===== src/rtl/seq_multiplier.sv =====
// Shift-free sequential multiplier: adds x into acc y times, counting cnt down to the external zero flag.
// Build option SEQ_MULT_SWAP_EN: iterate over min(x,y) so the loop is as short as possible.
module seq_multiplier (
  input  logic        clk,
  input  logic        rst,
  input  logic        start,
  input  logic [7:0]  x,
  input  logic [7:0]  y,
  input  logic        aeq0,
  output logic [7:0]  cnt,
  output logic [15:0] prod,
  output logic        busy,
  output logic        done
);

  typedef enum logic [1:0] {
    IDLE = 2'd0,
    RUN  = 2'd1,
    DONE = 2'd2
  } state_t;

  state_t      r_state;
  state_t      w_state_nxt;
  logic [7:0]  r_cnt;
  logic [7:0]  r_mreg;
  logic [15:0] r_acc;
  logic [15:0] r_prod;

  logic [7:0]  w_load_cnt;
  logic [7:0]  w_load_mreg;

`ifdef SEQ_MULT_SWAP_EN
  // Smaller operand becomes the iteration count; the product is unchanged.
  assign w_load_cnt  = (y > x) ? x : y;
  assign w_load_mreg = (y > x) ? y : x;
`else
  assign w_load_cnt  = y;
  assign w_load_mreg = x;
`endif

  always_comb begin
    w_state_nxt = r_state;
    case (r_state)
      IDLE:    if (start) w_state_nxt = RUN;
      RUN:     if (aeq0)  w_state_nxt = DONE;
      DONE:    w_state_nxt = IDLE;
      default: w_state_nxt = IDLE;
    endcase
  end

  always_ff @(posedge clk or posedge rst) begin
    if (rst) begin
      r_state <= IDLE;
    end else begin
      r_state <= w_state_nxt;
    end
  end

  always_ff @(posedge clk or posedge rst) begin
    if (rst) begin
      r_cnt  <= 8'd0;
      r_mreg <= 8'd0;
      r_acc  <= 16'd0;
      r_prod <= 16'd0;
    end else begin
      case (r_state)
        IDLE: begin
          if (start) begin
            r_cnt  <= w_load_cnt;
            r_mreg <= w_load_mreg;
            r_acc  <= 16'd0;
          end
        end
        RUN: begin
          // aeq0 is the only guard on the decrement, so cnt stops at zero.
          if (aeq0) begin
            r_prod <= r_acc;
          end else begin
            r_acc <= r_acc + {8'd0, r_mreg};
            r_cnt <= r_cnt - 8'd1;
          end
        end
        default: ;
      endcase
    end
  end

  assign cnt  = r_cnt;
  assign prod = r_prod;
  assign busy = (r_state != IDLE);
  assign done = (r_state == DONE);

endmodule


===== config.mk =====
export PLATFORM = sky130hd
export DESIGN_NAME = seq_multiplier
export DESIGN_NICKNAME = d
export VERILOG_FILES = /design/src/rtl/seq_multiplier.sv
export SDC_FILE = /design/constraint.sdc
export NUM_CORES = 1
export LEC_CHECK = 0
export ABC_AREA = 1
export BUFFER_PORTS_ARGS = -buffer_cell sky130_fd_sc_hd__buf_2
export CORE_MARGIN = 1
export CORE_UTILIZATION = 50
export DETAILED_ROUTE_END_ITERATION = 6
export GPL_ROUTABILITY_DRIVEN = 1
export GPL_TIMING_DRIVEN = 0
export PLACE_DENSITY = 0.79
export SETUP_SLACK_MARGIN = 0.4
export SLEW_MARGIN = 10
export SYNTH_ARGS = -nofsm -noshare
export SYNTH_HDL_FRONTEND = slang
export SYNTH_SLANG_ARGS = --single-unit

===== constraint.sdc =====
create_clock -name clk -period 1.68 [get_ports clk]
set_input_delay 0.168 -clock clk [delete_from_list [all_inputs] [get_ports clk]]
set_output_delay 0.168 -clock clk [all_outputs]
set_load 0.01 [all_outputs]

==> flow_summary.json <==
{
  "peakVddDrop_v": 0.000955,
  "io_pins": 46,
  "startpoint_type": "flop",
  "clockBufferDepth": 2,
  "overflow": 0,
  "synth.avg_cell_area_um2": 7.74,
  "period_share": 0.991,
  "clk_pin_slew_worst_paths_ns": 0.08,
  "final_util": 0.743,
  "cts.sinks": 50,
  "synth_top_area_frac": 0.476,
  "worst_pin_slew_ns": 1.06,
  "crit_arrival_ns": 1.86,
  "cts_tree": "done",
  "area.growth.synth_to_final_pct": 43.4,
  "cts_root_buffer": "clkbuf_8",
  "maxCapViolations": 0,
  "cp.depth": 11,
  "synthTopCellsByArea": "dfrtp_1 48%, nand2_1 18%, nand3_1 5.5%",
  "via_per_inst": 5.19,
  "synth.cell_area_um2": 2630,
  "critPathSlowestCell": "dfrtp_1",
  "ant_nets": 0,
  "synth_common_cells": "126 x nand2_1, 50 x dfrtp_1, 32 x inv_1, 29 x nand3_1, 29 x nor2_1",
  "die_h_um": 74.5,
  "wirelength_um": 7000,
  "synthesis.nets": 370,
  "hold_path_class": "input pin to flop",
  "seq_area_frac_synth": 0.476,
  "cp-startpoint": "r_acc[0]$_DFFE_PP0P_",
  "worstSkewPairLatency_ns": 0.30,
  "cts-buffers-inserted": 5,
  "die_x_um": 74.5,
  "crit_family": "adder cells",
  "max_slew_margin": 0.294,
  "min_from": "x[0]",
  "skew_ns": 0.00571,
  "hpwl_um": 4340,
  "p_leak_nw": 1.88,
  "layout.cells.non_filler": 489,
  "yosys.area.top_type": "dfrtp_1",
  "synth.distinct_cells": 29,
  "grt_start_max_net_pins": 51,
  "finalPower_w": 0.00579,
  "synth_ff_type": "dfrtp_1",
  "grt_pass1_wl_um": 10700,
  "fmax_mhz": 601,
  "cp_cell_sequence": "ha_4 > inv_2 > fa_2 > inv_2 > buf_4 > buf_6 > nand3_4 > nand3_4 > nand3_2 > nand2_1 > nor2_1",
  "setup_violations": 0,
  "start_util": 0.518,
  "rsz0062_at_grt": "yes",
  "path_class": "flop to flop",
  "yosys_warnings": 0,
  "first_global_vias": 2426,
  "synth_seq_cells": 50,
  "r2r_slack_ns": 0.02,
  "antenna_found_initial": 0,
  "h-tree-depth": 2,
  "crit_buf_inv": 4,
  "antenna_cells": 0,
  "worst_setup_path_end_kind": "flop",
  "worst_path_largest_cell_delay_ns": 0.39,
  "r2r_cells": 11,
  "cp_max_fo": 4,
  "async_reset_ff_frac": 1.00,
  "crit_end": "r_acc[10]$_DFFE_PP0P_",
  "final_nets": 449,
  "routed-via-count": 2539,
  "dp.cells": 455,
  "r2r_start": "r_acc[0]$_DFFE_PP0P_",
  "drc": 0,
  "drt-initial-drc-count": 117,
  "regArea_um2": 1250,
  "die_area_um2": 5550,
  "post-synth-top-count-cell": "nand2_1",
  "setup_tns_ns": 0,
  "drive_above_1_share": 0.446,
  "std_cell_rows": 26,
  "required_ns": 1.87,
  "drt_first_pass_iters": 4,
  "outcome": "completed",
  "slew_violations": 0,
  "num-fill-cells": 368,
  "io_buffers": 45,
  "wl_per_cell_um": 14.3,
  "reg2reg_to": "r_acc[10]$_DFFE_PP0P_",
  "hold_viol": 0,
  "gp_congestion": 0.869,
  "synth_edf_count": 0,
  "fin_crit_ns": 1.66,
  "p_per_area_nw_per_um2": 1530,
  "track_usage": 0.255,
  "multi_input_area_um2": 1650,
  "core-area_um2": 5070,
  "synth_cells": 340
}
-- worst min-delay path by stage --
stage                                        to  slack [ns]  cells past startpoint
after detailed placement  r_mreg[3]$_DFFE_PP0P_        0.37                      3
after global routing      r_mreg[7]$_DFFE_PP0P_        0.07                      3
after global placement    r_mreg[4]$_DFFE_PP0P_        0.36                      3
after CTS                 r_mreg[3]$_DFFE_PP0P_        0.06                      3
after floorplan              cnt[0]$_DFFE_PP0P_        0.21                      1
final                     r_mreg[0]$_DFFE_PP0P_        0.06                      3
-- kinds of logic after synthesis --
logic type	count (synthesis)	share of synthesized area
buffers and inverters	44	0.0680
XOR/XNOR	3	0.00999
flip-flops	50	0.476
AND/OR/NAND/NOR	193	0.311
AO/OA/AOI/OAI	40	0.0852
adder cells (fa/ha/maj)	10	0.0504
-- final cells by class --
type                            count  area share
Buffer                              6      0.0219
Clock buffer                        7      0.0202
Inverter                           38      0.0428
Multi-Input combinational cell    246       0.437
Sequential cell                    50       0.332
Tap cell                           70      0.0232
Timing Repair Buffer               72       0.123
-- power by group --
group,switching [W],leakage (nW),internal [W]
Sequential,0.000388,0.657,0.00157
Combinational,0.00172,1.19,0.00144
Clock,0.000375,0.0383,0.000288
Total,0.00248,1.88,0.00330
-- flip-flops by register name, indices dropped and copies added, names as in the netlist --
register	cells
r_acc	16
r_mreg	8
r_state	2
cnt	8
prod	16
-- layout by cell type (no fill, tap or decap), types with 2 or more instances in the layout --
master and n:
a21oi_1 6, a21oi_2 6, buf_12 2, buf_2 45
buf_4 19, buf_6 11, clkbuf_1 2, clkbuf_8 5
dfrtp_1 49, ha_4 8, inv_1 23, inv_2 10
inv_4 2, nand2_1 93, nand2_2 25, nand2_4 9
nand3_1 13, nand3_2 11, nand3_4 7, nor2_1 22
nor2_2 4, nor2_4 5, o211ai_1 5, o21ai_0 2
o21ai_1 7, o21ai_2 8, o22ai_1 3, xnor2_1 2
-- tightest hold or removal path: cells and delay by family --
family	cells	cell delay (ns)
buf+inv	1	0.08
simple gates	2	0.09
-- through the flow --
stage          hold WS [ns]  setup slack (ns)  cell area, um^2
4_1_cts              0.0563          -0.00480             3400
3_5_place_dp          0.368           -0.0163             3060
2_1_floorplan         0.210             0.150             2750
3_3_place_gp          0.362            0.0203             3060
6_report             0.0626            0.0155             3770
5_1_grt              0.0710           -0.0611             3770
-- layer usage --
layer  up-vias  wire, um  GRT usage
li1       1243         -          -
met1      1200      2960      0.317
met2        80      3610      0.450
met3        16       303     0.0366
met4         0       125     0.0881
met5         -         0          0
-- repair_timing --
| action | 4_1_cts | 5_1_grt |
|---|---|---|
| pin swaps | 17 | 20 |
| gates resized for setup | 40 | 83 |
| cloned | 0 | 1 |
| setup endpoints to repair | 44 | 47 |
| hold buffers | 0 | 0 |
| setup buffers | 15 | 11 |
(Power assumes the default switching activity.)
